--- src/rtl/pcs25g_cdr_pkg.sv ---
// Shared types and helpers for the 25G PCS clock-recovery lock controller.
package pcs25g_cdr_pkg;

  typedef enum logic [1:0] {
    ST_IDLE   = 2'd0,
    ST_ACQ    = 2'd1,
    ST_VERIFY = 2'd2,
    ST_LOCKED = 2'd3
  } cdr_state_e;

  localparam int CDR_CNT_W = 16;

  typedef struct packed {
    logic viol;
    logic hit;
  } tol_cmp_t;

  // Classifies a run length against the UI estimate using a saturated window.
  // Arguments are zero-extended to 32 bits; max_val is the all-ones value of
  // the caller's run-length width so the upper bound saturates there.
  function automatic tol_cmp_t tol_compare(input logic [31:0] sample,
                                           input logic [31:0] period,
                                           input logic [31:0] tol,
                                           input logic [31:0] max_val);
    logic [31:0] lo;
    logic [31:0] hi;
    logic [32:0] sum;
    tol_cmp_t    res;
    lo       = (period >= tol) ? (period - tol) : 32'd0;
    sum      = {1'b0, period} + {1'b0, tol};
    hi       = (sum > {1'b0, max_val}) ? max_val : sum[31:0];
    res.viol = (sample < lo);
    res.hit  = (sample >= lo) && (sample <= hi);
    return res;
  endfunction

endpackage

--- src/rtl/cdr_edge_watchdog.sv ---
// Edge-activity watchdog: counts cycles since the last accepted edge and
// raises a one-cycle expire when TIMEOUT cycles pass without one.
module cdr_edge_watchdog #(
  parameter int TIMEOUT = 4096
) (
  input  logic clk,
  input  logic rst,
  input  logic en_i,
  input  logic clr_i,
  output logic expire_o
);

  localparam int CW = $clog2(TIMEOUT + 1);

  logic [CW-1:0] cnt_q;

  // A clear in the expiry cycle suppresses the expiry (the edge wins).
  assign expire_o = en_i && !clr_i && (cnt_q == CW'(TIMEOUT - 1));

  // Idle-cycle counter; restarts on clear, expiry or when disabled.
  always_ff @(posedge clk) begin
    if (rst || !en_i || clr_i || expire_o) begin
      cnt_q <= '0;
    end else begin
      cnt_q <= cnt_q + 1'b1;
    end
  end

endmodule

--- src/rtl/cdr_lock_ctrl.sv ---
// Acquisition and lock controller for the behavioural clock-recovery path:
// minimum-run UI estimation, verification, lock and loss-of-lock recovery.
module cdr_lock_ctrl
  import pcs25g_cdr_pkg::*;
#(
  parameter int CNT_W        = CDR_CNT_W,
  parameter int WIN          = 32,
  parameter int VERIFY_EDGES = 64,
  parameter int MIN_HITS     = 16,
  parameter int TOL          = 2,
  parameter int LOSS_MAX     = 4,
  parameter int TIMEOUT      = 4096
) (
  input  logic             clk,
  input  logic             rst,
  input  logic             enable,
  input  logic             edge_vld,
  input  logic [CNT_W-1:0] edge_int,
  output logic [CNT_W-1:0] period_o,
  output logic             period_vld,
  output logic             gen_restart,
  output logic             locked,
  output logic [1:0]       state_o,
  output logic [7:0]       loss_cnt
);

  localparam int EMAX = (WIN > VERIFY_EDGES) ? WIN : VERIFY_EDGES;
  localparam int ECW  = $clog2(EMAX + 1);
  localparam int HCW  = $clog2(VERIFY_EDGES + 1);
  localparam int BCW  = $clog2(LOSS_MAX + 1);

  cdr_state_e       state_q;
  logic [CNT_W-1:0] period_q;
  logic             period_vld_q;
  logic             gen_restart_q;
  logic             locked_q;
  logic [7:0]       loss_q;
  logic [CNT_W-1:0] min_q;
  logic [ECW-1:0]   edge_cnt_q;
  logic [HCW-1:0]   hit_cnt_q;
  logic [BCW-1:0]   bad_cnt_q;

  logic             accepted;
  logic             wd_expire;
  tol_cmp_t         cmp;
  logic [CNT_W-1:0] min_d;
  logic [HCW-1:0]   hit_cnt_d;

  // A zero interval is a glitch and is never treated as an edge.
  assign accepted = edge_vld && (edge_int != '0);

  assign cmp = tol_compare(32'(edge_int), 32'(period_q), 32'(TOL),
                           32'({CNT_W{1'b1}}));

  assign min_d = (edge_int < min_q) ? edge_int : min_q;

  // Hit count including the current edge, saturating.
  always_comb begin
    hit_cnt_d = hit_cnt_q;
    if (cmp.hit && (hit_cnt_q != {HCW{1'b1}})) begin
      hit_cnt_d = hit_cnt_q + 1'b1;
    end
  end

  cdr_edge_watchdog #(
    .TIMEOUT (TIMEOUT)
  ) u_watchdog (
    .clk      (clk),
    .rst      (rst),
    .en_i     (enable && (state_q != ST_IDLE)),
    .clr_i    (accepted),
    .expire_o (wd_expire)
  );

  // Acquisition state machine with registered outputs.
  always_ff @(posedge clk) begin
    if (rst) begin
      state_q       <= ST_IDLE;
      period_q      <= '0;
      period_vld_q  <= 1'b0;
      gen_restart_q <= 1'b0;
      locked_q      <= 1'b0;
      loss_q        <= '0;
      min_q         <= '1;
      edge_cnt_q    <= '0;
      hit_cnt_q     <= '0;
      bad_cnt_q     <= '0;
    end else begin
      gen_restart_q <= 1'b0;
      if (!enable) begin
        state_q      <= ST_IDLE;
        period_vld_q <= 1'b0;
        locked_q     <= 1'b0;
      end else if (wd_expire) begin
        state_q      <= ST_ACQ;
        period_vld_q <= 1'b0;
        locked_q     <= 1'b0;
        min_q        <= '1;
        edge_cnt_q   <= '0;
        hit_cnt_q    <= '0;
        bad_cnt_q    <= '0;
        if ((state_q == ST_LOCKED) && (loss_q != 8'hFF)) begin
          loss_q <= loss_q + 8'd1;
        end
      end else begin
        case (state_q)
          ST_IDLE: begin
            state_q    <= ST_ACQ;
            min_q      <= '1;
            edge_cnt_q <= '0;
            hit_cnt_q  <= '0;
            bad_cnt_q  <= '0;
          end
          ST_ACQ: begin
            if (accepted) begin
              min_q <= min_d;
              if (edge_cnt_q == ECW'(WIN - 1)) begin
                state_q       <= ST_VERIFY;
                period_q      <= min_d;
                period_vld_q  <= 1'b1;
                gen_restart_q <= 1'b1;
                edge_cnt_q    <= '0;
                hit_cnt_q     <= '0;
              end else begin
                edge_cnt_q <= edge_cnt_q + 1'b1;
              end
            end
          end
          ST_VERIFY: begin
            if (accepted) begin
              if (cmp.viol) begin
                state_q      <= ST_ACQ;
                period_vld_q <= 1'b0;
                min_q        <= '1;
                edge_cnt_q   <= '0;
                hit_cnt_q    <= '0;
              end else if (edge_cnt_q == ECW'(VERIFY_EDGES - 1)) begin
                edge_cnt_q <= '0;
                hit_cnt_q  <= '0;
                bad_cnt_q  <= '0;
                if (hit_cnt_d >= HCW'(MIN_HITS)) begin
                  state_q  <= ST_LOCKED;
                  locked_q <= 1'b1;
                end else begin
                  state_q      <= ST_ACQ;
                  period_vld_q <= 1'b0;
                  min_q        <= '1;
                end
              end else begin
                edge_cnt_q <= edge_cnt_q + 1'b1;
                hit_cnt_q  <= hit_cnt_d;
              end
            end
          end
          ST_LOCKED: begin
            if (accepted) begin
              if (!cmp.viol) begin
                bad_cnt_q <= '0;
              end else if (bad_cnt_q == BCW'(LOSS_MAX - 1)) begin
                state_q      <= ST_ACQ;
                locked_q     <= 1'b0;
                period_vld_q <= 1'b0;
                min_q        <= '1;
                edge_cnt_q   <= '0;
                hit_cnt_q    <= '0;
                bad_cnt_q    <= '0;
                if (loss_q != 8'hFF) begin
                  loss_q <= loss_q + 8'd1;
                end
              end else begin
                bad_cnt_q <= bad_cnt_q + 1'b1;
              end
            end
          end
          default: state_q <= ST_IDLE;
        endcase
      end
    end
  end

  assign period_o    = period_q;
  assign period_vld  = period_vld_q;
  assign gen_restart = gen_restart_q;
  assign locked      = locked_q;
  assign state_o     = state_q;
  assign loss_cnt    = loss_q;

endmodule

--- config.mk ---
export PLATFORM = sky130hd
export DESIGN_NAME = cdr_lock_ctrl
export DESIGN_NICKNAME = d
export VERILOG_FILES = /design/src/rtl/pcs25g_cdr_pkg.sv /design/src/rtl/cdr_edge_watchdog.sv /design/src/rtl/cdr_lock_ctrl.sv
export SDC_FILE = /design/constraint.sdc
export NUM_CORES = 1
export LEC_CHECK = 0
export CAP_MARGIN = 25
export CORE_MARGIN = 5
export CORE_UTILIZATION = 52
export DETAILED_ROUTE_END_ITERATION = 12
export PLACE_DENSITY = 0.84
export REMOVE_ABC_BUFFERS = 1
export SYNTH_ARGS = -nofsm -noshare
export SYNTH_HDL_FRONTEND = slang
export SYNTH_SLANG_ARGS = --single-unit
--- constraint.sdc ---
create_clock -name clk -period 5.11 [get_ports clk]
set_input_delay 0.7665 -clock clk [delete_from_list [all_inputs] [get_ports clk]]
set_output_delay 0.7665 -clock clk [all_outputs]
set_load 0.01 [all_outputs]
=== After elaboration in Yosys (flattened, before gate mapping) ===
Index checks and enable logic that the tools add are counted.

* Reductions and logical operators: 36
* Mux-type cells: 73
* Equality and inequality tests: 31
* Magnitude comparators: 7
* Bitwise operators: 4
* $add $sub $neg: 7

{| class="wikitable"
|+ Operator list
! kind !! number
|-
| 16-bit 2-to-1 mux || 10
|-
| 7-bit 2-to-1 mux || 16
|-
| 16-bit one-hot mux with 4 select lines || 1
|-
| 8-bit 2-to-1 mux || 7
|-
| 7-bit one-hot mux with 4 select lines || 2
|-
| 16-bit by 32-bit >= comparator with 1-bit output || 1
|-
| 16-bit by 32-bit < comparator with 1-bit output || 1
|-
| 32-bit 2-to-1 mux || 1
|-
| 7-bit AND reduction || 4
|-
| 3-bit 2-to-1 mux || 7
|-
| 2-bit 2-to-1 mux || 9
|-
| 16-bit by 2-bit adder with 17-bit output (second input constant) || 1
|-
| 17-bit by 16-bit > comparator with 1-bit output (second input constant) || 1
|-
| 16-bit by 17-bit <= comparator with 1-bit output || 1
|-
| 17-bit 2-to-1 mux || 1
|-
| 16-bit by 2-bit subtractor with 17-bit output (second input constant) || 1
|-
| 16-bit by 2-bit >= comparator with 1-bit output (second input constant) || 1
|-
| 16-bit < comparator || 1
|-
| 8-bit AND reduction || 2
|-
| 16-bit nonzero test || 1
|-
| 1-bit 2-to-1 mux || 15
|-
| 7-bit by 1-bit adder with 7-bit output (second input constant) || 2
|-
| 2-bit nonzero test || 7
|-
| 13-bit by 1-bit adder with 13-bit output (second input constant) || 1
|-
| 34 further kinds || 64
|}

* Bits of input ports: 20
* Logic and storage cells: 170
* Register bits after elaboration: 75

=== Depth between registers and ports, before layout ===
Gate-level depths: netlist (run 1).

* Depth after elaboration: 14
* Depth in mapped cells: 22
* Gate-level depth less buffers: 18

=== Cells and area by module ===
From an unflattened synthesis (run 1), not the netlist that was laid out.

* Cells, all modules: 716
* Area, all modules: 5749.3 um2

{| class="wikitable"
|+ By module, submodules not included
! module !! times used !! cells an instance !! seq. area each (um2) !! area each (um2)
|-
| cdr_lock_ctrl || 1 || 653 || 1241.2 || 5192.5
|-
| cdr_edge_watchdog || 1 || 63 || 260.2 || 556.8
|}

=== Worst setup path after synthesis (run 1) ===
No wires, ideal clock.

* Path type: reg2reg
* From: register period_q[2], in the netlist period_o[2]
* To: register period_vld_q, in the netlist period_vld
* Library setup time: 115 ps
* Slack: 285 ps
* Cell stages (with the launch flop): 23
* Arrival: 4710 ps
* Data required time: 4995 ps
* Cell sequence: dfxtp_1 > ha_1 > and4_1 > and3_1 > buf_2 > and4_1 > xnor2_1 > or4_1 > a2111o_1 > a21boi_1 > buf_4 > nor2_1 > ha_1 > nand3_1 > nor4_1 > o31ai_1 > a22oi_1 > a211oi_1 > o41ai_1 > buf_2 > buf_4 > a31oi_1 > o21a_1

* Word-level cells in the longest chain between the ends: 10
* Elaborated cells between the ends (all ways): 20
* Classes of those cells: add/sub (2); order compare (6); eq/ne (3); mux (6); reduce/logical (3)

{| class="wikitable"
|+ RTL lines
! what !! RTL line !! text
|-
| from (decl) || cdr_lock_ctrl.sv:33 || <nowiki>logic [CNT_W-1:0] period_q;</nowiki>
|-
| from (signal assigned) || cdr_lock_ctrl.sv:119 || <nowiki>period_q <= min_d;</nowiki>
|-
| 16-bit by 2-bit adder with 17-bit output || pcs25g_cdr_pkg.sv:30 || <nowiki>sum = {1'b0, period} + {1'b0, tol};</nowiki>
|-
| 17-bit by 16-bit > comparator with 1-bit output || pcs25g_cdr_pkg.sv:31 || <nowiki>hi = (sum > {1'b0, max_val}) ? max_val : sum[31:0];</nowiki>
|-
| 17-bit 2-to-1 mux || pcs25g_cdr_pkg.sv:31 ||
|-
| 16-bit by 17-bit <= comparator with 1-bit output || pcs25g_cdr_pkg.sv:33 || <nowiki>res.hit = (sample >= lo) && (sample <= hi);</nowiki>
|-
| 1-bit logical AND || pcs25g_cdr_pkg.sv:33 ||
|-
| 1-bit logical AND || cdr_lock_ctrl.sv:60 || <nowiki>if (cmp.hit && (hit_cnt_q != {HCW{1'b1}})) begin</nowiki>
|-
| 7-bit 2-to-1 mux || cdr_lock_ctrl.sv:60 ||
|-
| 7-bit by 5-bit >= comparator with 1-bit output || cdr_lock_ctrl.sv:141 || <nowiki>if (hit_cnt_d >= HCW'(MIN_HITS)) begin</nowiki>
|-
| 3-bit != test (no line) || - ||
|-
| 9-bit AND reduction (no line) || - ||
|-
| to (signal assigned) || cdr_lock_ctrl.sv:80 || <nowiki>period_vld_q <= 1'b0;</nowiki>
|-
| to (signal assigned) || cdr_lock_ctrl.sv:146 || <nowiki>period_vld_q <= 1'b0;</nowiki>
|-
| to (signal assigned) || cdr_lock_ctrl.sv:162 || <nowiki>period_vld_q <= 1'b0;</nowiki>
|-
| to (decl) || cdr_lock_ctrl.sv:34 || <nowiki>logic period_vld_q;</nowiki>
|}

Several ways; a longest one is shown, not always the timed one. The select of a mux whose other input is x is not followed.
A chain may end at the register's enable or synchronous reset.

=== Worst setup path in the final report (run 1) ===
* From: register period_q[2], in the netlist period_o[2]
* To: register locked_q, in the netlist locked

* Word-level cells in the longest chain between the ends: 10
* Elaborated cells between the ends (all ways): 17
* Classes of those cells: add/sub (2); order compare (6); eq/ne (3); mux (3); reduce/logical (3)

{| class="wikitable"
|+ RTL lines
! what !! RTL line !! text
|-
| 16-bit by 2-bit adder with 17-bit output || pcs25g_cdr_pkg.sv:30 ||
|-
| 17-bit by 16-bit > comparator with 1-bit output || pcs25g_cdr_pkg.sv:31 ||
|-
| 17-bit 2-to-1 mux || pcs25g_cdr_pkg.sv:31 ||
|-
| 16-bit by 17-bit <= comparator with 1-bit output || pcs25g_cdr_pkg.sv:33 ||
|-
| 1-bit logical AND || pcs25g_cdr_pkg.sv:33 ||
|-
| 1-bit logical AND || cdr_lock_ctrl.sv:60 ||
|-
| 7-bit 2-to-1 mux || cdr_lock_ctrl.sv:60 ||
|-
| 7-bit by 5-bit >= comparator with 1-bit output || cdr_lock_ctrl.sv:141 ||
|-
| 2-bit != test (no line) || - ||
|-
| 8-bit AND reduction (no line) * || - ||
|-
| to (signal assigned) || cdr_lock_ctrl.sv:82 || <nowiki>locked_q <= 1'b0;</nowiki>
|-
| to (signal assigned) || cdr_lock_ctrl.sv:143 || <nowiki>locked_q <= 1'b1;</nowiki>
|-
| to (signal assigned) || cdr_lock_ctrl.sv:161 || <nowiki>locked_q <= 1'b0;</nowiki>
|-
| to (decl) || cdr_lock_ctrl.sv:36 || <nowiki>logic locked_q;</nowiki>
|}

Every way passes the cells marked *; elsewhere a longest branch is shown, timed or not.

==> results_tabular.tex, run 1 <==
\begin{tabular}{lr}
\hline
Metric & Value \\
\hline
\multicolumn{2}{l}{\textbf{Run status}} \\
Outcome & complete, no violations \\
\multicolumn{2}{l}{\textbf{Floorplan}} \\
Initial Utilization & $\sim$53\% \\
Die Footprint & between 10000 and 15000 um2 \\
I/O pin count & slightly below 50 \\
Height of the chip & between 100 and 150 um \\
Area of the core region & approximately 11000 um2 \\
Row count & 38 \\
Horiz. Die Dim & roughly 120 um \\
\multicolumn{2}{l}{\textbf{Placed design}} \\
Final weighted congestion of routability-driven global placement & between 0.9 and 1 \\
Placed Cells incl. Taps & approximately 920 \\
Count of buffers from port buffering & 48 \\
Placed wire-length estimate after detailed placement & 11.8 mm \\
Dpl cell area & about 6400 um2 \\
\multicolumn{2}{l}{\textbf{Critical path}} \\
Crit path kind & flop to flop \\
CP Launch Point & period\_o[2] \\
Slack of the worst reg-to-reg path & a little over 0.1 ns \\
Req. time, crit path & 5.37 ns \\
Critical path arrival & roughly 5.3 ns \\
Capture point of the worst reg-to-reg path & locked \\
Capture point of the critical path & locked \\
Critical Path Start Type & flop \\
Kind of end point of the critical path & flop \\
CP Max Fanout & 6 \\
Number of cells on the worst reg-to-reg path & 21 \\
Launching point of the worst reg2reg path & period\_o[2] \\
\multicolumn{2}{l}{\textbf{Drt}} \\
Number of optimization iterations in the first detailed-route pass & 6 \\
Average wire per standard cell & $\sim$17 um \\
Post-route antenna net violation count & 0 \\
Post-detailed-route DRC marker count & 0 \\
Total Wirelength & between 15 and 20 mm \\
Total number of vias & roughly 5900 \\
Starting DRT DRC Count & between 600 and 700 \\
Via count normalized by instance count & 6.24 \\
\multicolumn{2}{l}{\textbf{Power and ir drop}} \\
PwrDens & 181 nW/um2 \\
Leakage power figure & approximately 2.7 nW \\
Largest voltage drop on the vdd net & about 0.17 mV \\
\multicolumn{2}{l}{\textbf{CTS}} \\
Clock tree from TritonCTS & built \\
Worst-skew pair later-pin latency & 0.36 ns \\
Number of sinks driven by the clock tree & 75 \\
Root Driver & sky130\_fd\_sc\_hd\_\_clkbuf\_8 \\
Clock slew at the register clock pins of the worst setup and hold paths & approximately 0.08 ns \\
Maximum level of the CTS H-tree & 3 \\
Max Buffers Root-to-Sink & 2 \\
Clock buffer count from CTS & 9 \\
\multicolumn{2}{l}{\textbf{STA}} \\
Measured slew at the worst slew-check pin & roughly 1.2 ns \\
Max\_slew headroom & 16.4\% \\
Final number of max-transition violations & 0 \\
Post-Route Setup TNS & 0 ns \\
Period utilization & slightly below 100\% \\
Clk\_skew & about 0.011 ns \\
Count of final setup violators & 0 \\
Number of hold violations in the final report & 0 \\
Hold slack & 0.471 ns \\
Fin crit period & about 5 ns \\
Highest clock frequency the design can meet & roughly 0.2 GHz \\
\multicolumn{2}{l}{\textbf{Yosys}} \\
Mean instance size in the synthesized netlist & between 7 and 8 um2 \\
Dominant combinational cell family by area after synthesis & simple AND/OR/NAND/NOR gates \\
Number of enable-type register cells in the synthesized netlist & 0 \\
Post-synthesis register bit count & between 70 and 80 \\
Async set or reset register ratio after synthesis & 0\% \\
Unique masters post-synth & a little under 70 \\
Dominant synthesized flop cell & sky130\_fd\_sc\_hd\_\_dfxtp\_1 \\
Fraction of the mapped netlist area in simple logic gates & slightly below 30\% \\
Area of the mapped netlist & just under 6000 um2 \\
Synth Area in Compound Gates & between 10\% and 20\% \\
YS warnings & 0 \\
Mux contribution to synthesized area & less than 1\% \\
Post-Syn Instances & around 760 \\
Post-Synth XOR/XNOR Area & 6.04\% \\
Sequential-to-total area share from yosys stat & around a quarter \\
Synth Area in Adders & approximately 13\% \\
\multicolumn{2}{l}{\textbf{Global routing}} \\
GRT overflow & 0 \\
Vias in the first global route & between 5000 and 6000 \\
Pin count of the biggest net entering global routing & 54 \\
Overall track demand over capacity in global routing & between 20\% and 30\% \\
First-pass GRT wire length & roughly 26 mm \\
Initial antenna violation count & 0 \\
\multicolumn{2}{l}{\textbf{Final layout}} \\
Post-Layout Inst Area & around 6800 um2 \\
Share of cells above drive strength 1 & a little under a tenth \\
Antenna diode count & 0 \\
Syn-to-layout area delta & 16.9\% \\
Final cell count without fillers & roughly 940 \\
Number of nets in the layout & slightly below 900 \\
\multicolumn{2}{l}{\textbf{Min path}} \\
Min-Delay Path Class & flop to flop \\
Cell count of the worst hold path & 1 \\
\multicolumn{2}{l}{\textbf{Flow run}} \\
\# Max-Cap Violations & 0 \\
\hline
\end{tabular}
==> power breakdown <==
group,switching (mW),internal [mW],leakage [nW]
Sequential,0.00467,0.589,0.608
Clock,0.219,0.264,0.108
Combinational,0.0920,0.0607,1.95
Total,0.316,0.913,2.66
==> stage by stage <==
step                util (%)  worst slack (ns)  total power [mW]
floorplan                  -             -1.63             0.684
global placement        59.2             0.248             0.743
detailed placement      59.2            0.0203             0.749
CTS                     61.2            0.0455              1.23
global route            62.3           -0.0645              1.28
finish                  62.3             0.102              1.23
==> sequential cells by signal, indices dropped and copies added, names as in the netlist <==
name and count:
period_vld 1, hit_cnt_q 7, state_o 2, bad_cnt_q 3, loss_cnt 8, u_watchdog.cnt_q 13, gen_restart 1, edge_cnt_q 7
period_o 16, min_q 16, locked 1
==> cells in the final DEF (no fill, tap or decap), drive strengths merged, types with 5 or more instances in the layout <==
cell | netlist | layout
a31oi | 20 | 20
nor3b | 6 | 6
a21oi | 31 | 31
nor2 | 106 | 106
a32o | 16 | 16
nand4 | 12 | 12
inv | 34 | 34
ha | 59 | 59
and4 | 8 | 8
dfxtp | 75 | 75
or4 | 11 | 11
nor2b | 5 | 5
and2 | 7 | 7
o31ai | 5 | 5
clkbuf | 36 | 14
and3 | 17 | 17
xnor2 | 25 | 25
xor2 | 15 | 15
a21boi | 5 | 5
buf | 13 | 31
nor4 | 14 | 14
clkdlybuf4s50 | 0 | 47
a211oi | 9 | 9
nand2 | 86 | 86
o21a | 5 | 5
nand3 | 29 | 29
o21ai | 20 | 20
a311oi | 16 | 16
nor3 | 14 | 14
==> worst min-delay path by stage <==
stage | start | to
4_1_cts | u_watchdog.cnt_q[0] | u_watchdog.cnt_q[0]
3_5_place_dp | u_watchdog.cnt_q[0] | u_watchdog.cnt_q[0]
3_3_place_gp | u_watchdog.cnt_q[0] | u_watchdog.cnt_q[0]
2_1_floorplan | u_watchdog.cnt_q[0] | u_watchdog.cnt_q[0]
5_1_grt | u_watchdog.cnt_q[0] | u_watchdog.cnt_q[0]
6_report | u_watchdog.cnt_q[0] | u_watchdog.cnt_q[0]
==> worst max-delay path: stages, from the launching register on <==
cell	delay, ns
sky130_fd_sc_hd__dfxtp_1	0.34
sky130_fd_sc_hd__ha_4	0.18
sky130_fd_sc_hd__and4_1	0.20
sky130_fd_sc_hd__and3_1	0.22
sky130_fd_sc_hd__and4_1	0.22
sky130_fd_sc_hd__xnor2_1	0.13
sky130_fd_sc_hd__or4_1	0.54
sky130_fd_sc_hd__a2111o_1	0.29
sky130_fd_sc_hd__a21boi_1	0.14
sky130_fd_sc_hd__buf_4	0.14
sky130_fd_sc_hd__clkbuf_4	0.16
sky130_fd_sc_hd__nor2_1	0.05
sky130_fd_sc_hd__ha_1	0.31
sky130_fd_sc_hd__nand3_1	0.16
sky130_fd_sc_hd__nor4_4	0.23
sky130_fd_sc_hd__o31ai_2	0.12
sky130_fd_sc_hd__a22oi_2	0.32
sky130_fd_sc_hd__a211oi_1	0.10
sky130_fd_sc_hd__o41ai_2	0.50
sky130_fd_sc_hd__buf_4	0.24
sky130_fd_sc_hd__nor3_1	0.06
sky130_fd_sc_hd__o221a_2	0.26
==> synthesized netlist by cell type (all sizes together) (3+ instances only) <==
master	number	area, um2
inv	34	128
mux2i	4	40.0
and3	17	106
clkbuf	36	135
nor2	106	398
o21a	5	37.5
nand3b	3	22.5
dfxtp	75	1500
o31ai	5	37.5
nand2	86	323
a31oi	20	131
or3	4	25.0
a311oi	16	140
nor4	14	124
ha	59	738
nor2b	5	31.3
a2111oi	4	35.0
nor3b	6	45.0
a211oi	9	67.6
and2	7	43.8
o21ai	20	100
nand2b	4	25.0
or4	11	82.6
a21oi	31	155
a21o	4	30.0
a21boi	5	37.5
o211ai	3	22.5
nor4b	4	41.3
nor3	14	70.1
xnor2	25	219
and4	8	70.1
a32o	16	160
nand3	29	145
buf	13	82.6
xor2	15	131
nand4	12	75.1
==> metal layers <==
layer | wire length (um) | track usage, % | vias up | share of wire (%)
li1 | - | - | 2831 | -
met1 | 6770 | 31.0 | 2720 | 41
met2 | 7720 | 41.2 | 288 | 47
met3 | 1340 | 3.71 | 53 | 8.2
met4 | 520 | 9.90 | 0 | 3.2
met5 | 0 | 0 | - | 0
==> cells by family after synthesis <==
kind of cell / count (synthesis)
fa+ha+maj: 59
buf+inv: 83
mux: 4
xor+xnor: 40
flops: 75
simple gates: 336
compound gates: 160
==> layout make-up <==
class / instances / area, um2
fillers: 922 / 4100
well taps: 140 / 175
flip-flops and latches: 75 / 1510
inverters: 34 / 128
repair buffers: 80 / 723
clock buffers: 12 / 165
clock inverters: 4 / 47.5
multi-input cells: 599 / 4040
==> what timing repair did <==
item                                    in CTS  in global routing
gates cloned                                 0                  1
buffers inserted                             0                  5
pin swaps                                    0                  5
endpoints found under the setup margin       1                 26
hold buffers                                 0                  0
gates resized for setup                      1                 18
Note: power is estimated with default switching activity, not from simulation.
==> run 2, diff against run 1 <==
- PLACE_DENSITY: 0.84 -> 0.81
- clock period: 5.11 -> 4.83 ns (I/O delays scaled with it)
==> run 2 against run 1 <==
- sequential cell count unchanged
- sequential share of layout area decreased by 0.48 points
- maximum frequency is 8.3% higher
- global-route usage is 1.2 points higher
- clock-buffer cell count decreased by 2
- die area did not move
- setup slack gained 0.10 ns
- final cell count increased by 1.8%
- highest routed layer unchanged
==> results_tabular.tex, run 2 (synthesis results as in run 1) <==
\begin{tabular}{lr}
\hline
Metric & Value \\
\hline
\multicolumn{2}{l}{\textbf{CTS}} \\
Clock buffer count from CTS & 9 \\
Worst-skew pair later-pin latency & around 0.35 ns \\
Clock slew at the register clock pins of the worst setup and hold paths & around 0.09 ns \\
Root Driver & sky130\_fd\_sc\_hd\_\_clkbuf\_8 \\
Number of sinks driven by the clock tree & between 70 and 80 \\
Maximum level of the CTS H-tree & 3 \\
Clock tree from TritonCTS & built \\
Max Buffers Root-to-Sink & 2 \\
\multicolumn{2}{l}{\textbf{Global routing}} \\
Met3 track demand over resource & roughly 4.2\% \\
Initial antenna violation count & 0 \\
Pin count of the biggest net entering global routing & 54 \\
Overall track demand over capacity in global routing & 25.5\% \\
GRT overflow & 0 \\
First-pass GRT wire length & between 20 and 30 mm \\
GRT met1 Usage & slightly above 30\% \\
Vias in the first global route & $\sim$6000 \\
Global routing met2 resource utilization & around 44\% \\
Global routing's busiest layer & met2 \\
\multicolumn{2}{l}{\textbf{Run status}} \\
Outcome & complete, no violations \\
\multicolumn{2}{l}{\textbf{Drt}} \\
Starting DRT DRC Count & $\sim$460 \\
Post-detailed-route DRC marker count & 0 \\
Total Wirelength & about 17 mm \\
Average wire per standard cell & approximately 18 um \\
Post-route antenna net violation count & 0 \\
Total number of vias & 6020 \\
Via count normalized by instance count & about 6.3 \\
Number of optimization iterations in the first detailed-route pass & 5 \\
\multicolumn{2}{l}{\textbf{Floorplan}} \\
I/O pin count & between 40 and 50 \\
Horiz. Die Dim & about 120 um \\
Height of the chip & roughly 120 um \\
Initial Utilization & between 50 and 60\% \\
Row count & 38 \\
Die Footprint & approximately 13000 um2 \\
Area of the core region & roughly 11000 um2 \\
\multicolumn{2}{l}{\textbf{Final layout}} \\
Final cell count without fillers & between 900 and 1000 \\
Share of cells above drive strength 1 & around an eighth \\
Utilization of the core after routing & a little under two thirds \\
Number of nets in the layout & 895 \\
Syn-to-layout area delta & 19.2\% \\
Most common cell after layout, fill and taps aside & sky130\_fd\_sc\_hd\_\_nor2\_1 \\
Antenna diode count & 0 \\
Most used cells in the layout excluding fill and tap cells & sky130\_fd\_sc\_hd\_\_nor2\_1, sky130\_fd\_sc\_hd\_\_nand2\_1, sky130\_fd\_sc\_hd\_\_dfxtp\_1 \\
\multicolumn{2}{l}{\textbf{Critical path}} \\
Critical Path, Cell by Cell & ha\_1 -> and4\_1 -> and3\_1 -> and4\_1 -> xnor2\_1 -> or4\_1 -> a2111o\_1 -> a21boi\_2 -> buf\_4 -> nor2\_1 -> ha\_1 -> a21oi\_1 -> a21boi\_0 -> o31ai\_2 -> a22oi\_2 -> a211oi\_2 -> a21bo\_2 -> or4\_1 -> a21oi\_1 \\
Req. time, crit path & 5.10 ns \\
Critical path arrival & $\sim$5 ns \\
Number of cells on the worst reg-to-reg path & 19 \\
CP Max Fanout & 5 \\
Kind of end point of the critical path & flop \\
Slowest library cell on the worst path & sky130\_fd\_sc\_hd\_\_or4\_1 \\
Maximum cell stage delay along the critical path & $\sim$0.54 ns \\
Crit path kind & flop to flop \\
CP Launch Point & period\_o[1] \\
Critical Path Start Type & flop \\
Launching point of the worst reg2reg path & period\_o[1] \\
\multicolumn{2}{l}{\textbf{STA}} \\
Period utilization & between 90\% and 100\% \\
Fin worst setup slack & between 0.2 and 0.25 ns \\
Max\_slew headroom & between 60\% and 70\% \\
Count of final setup violators & 0 \\
Highest clock frequency the design can meet & $\sim$0.22 GHz \\
Measured slew at the worst slew-check pin & 0.574 ns \\
Final number of max-transition violations & 0 \\
Clk\_skew & approximately 0.016 ns \\
Number of hold violations in the final report & 0 \\
Fin crit period & around 4.6 ns \\
Post-Route Setup TNS & 0 ns \\
\multicolumn{2}{l}{\textbf{Placed design}} \\
Final weighted congestion of routability-driven global placement & approximately 1.0 \\
Count of buffers from port buffering & 48 \\
Pre-CTS WS & -0.0622 ns \\
Placed Cells incl. Taps & 940 \\
Placed wire-length estimate after detailed placement & 12.4 mm \\
\multicolumn{2}{l}{\textbf{Power and ir drop}} \\
Leakage power figure & 2.75 nW \\
Largest voltage drop on the vdd net & $\sim$0.23 mV \\
PwrDens & approximately 200 nW/um2 \\
\multicolumn{2}{l}{\textbf{Min path}} \\
Hold wc startpoint & min\_q[15] \\
Min-Delay Path Class & flop to flop \\
Cell count of the worst hold path & 2 \\
\multicolumn{2}{l}{\textbf{Flow run}} \\
\# Max-Cap Violations & 0 \\
\hline
\end{tabular}
==> run 2: cell count changes in the layout (fill, tap and decap cells not counted), sizes merged <==
| cell | previous run | this run |
|---|---|---|
| buf | 31 | 50 |
| clkbuf | 14 | 10 |
| bufinv | 1 | 2 |
| clkinvlp | 1 | 2 |
==> run 2: layer usage <==
metal  up-vias  wire length [um]
li1       2872                 -
met1      2835              7110
met5         -                 0
met4         0               544
met3        49              1140
met2       264              8030
==> run 2: critical path: cells and delay by family (launching register included) <==
kind | cells | cell delay (ns)
xor gates and xnor gates | 1 | 0.13
adders and majority gates | 2 | 0.51
AOI/OAI and AO/OA | 9 | 1.75
buffers and inverters | 1 | 0.16
and+or+nand+nor | 6 | 1.68
DFF | 1 | 0.32
==> run 2: area by class of cell <==
class | count | area (um2)
Sequential cell | 75 | 1500
Tap cell | 140 | 175
Fill cell | 925 | 3970
Multi-Input combinational cell | 599 | 4040
Clock buffer | 10 | 138
Clock inverter | 6 | 88.8
Inverter | 34 | 128
Timing Repair Buffer | 97 | 841
==> run 2: final timing paths <==
path,end,slack [ns]
setup / recovery,hit_cnt_q[3],0.21
hold / removal,period_o[15],0.48
setup reg to reg,hit_cnt_q[3],0.21
hold reg to reg,period_o[15],0.48
==> run 2: metrics by stage <==
stage	hold slack, ns	cell area (um2)	total power, mW
2_1_floorplan	0.430	5580	0.724
3_3_place_gp	0.440	6580	0.793
3_5_place_dp	0.469	6580	0.799
4_1_cts	0.484	6820	1.35
5_1_grt	0.498	6920	1.40
6_report	0.483	6920	1.35
==> run 2: timing repair <==
action	CTS	global route
hold endpoints to repair	0	0
endpoints found under the setup margin	2	36
pin swaps	0	8
cloned	0	1
hold buffers	0	0
gates resized for setup	1	17
buffers inserted	0	4
==> run 2: report_power, final <==
group,switching [mW],internal (mW)
clock,0.247,0.305
sequential,0.00496,0.623
combinational,0.0990,0.0681
total,0.351,0.996
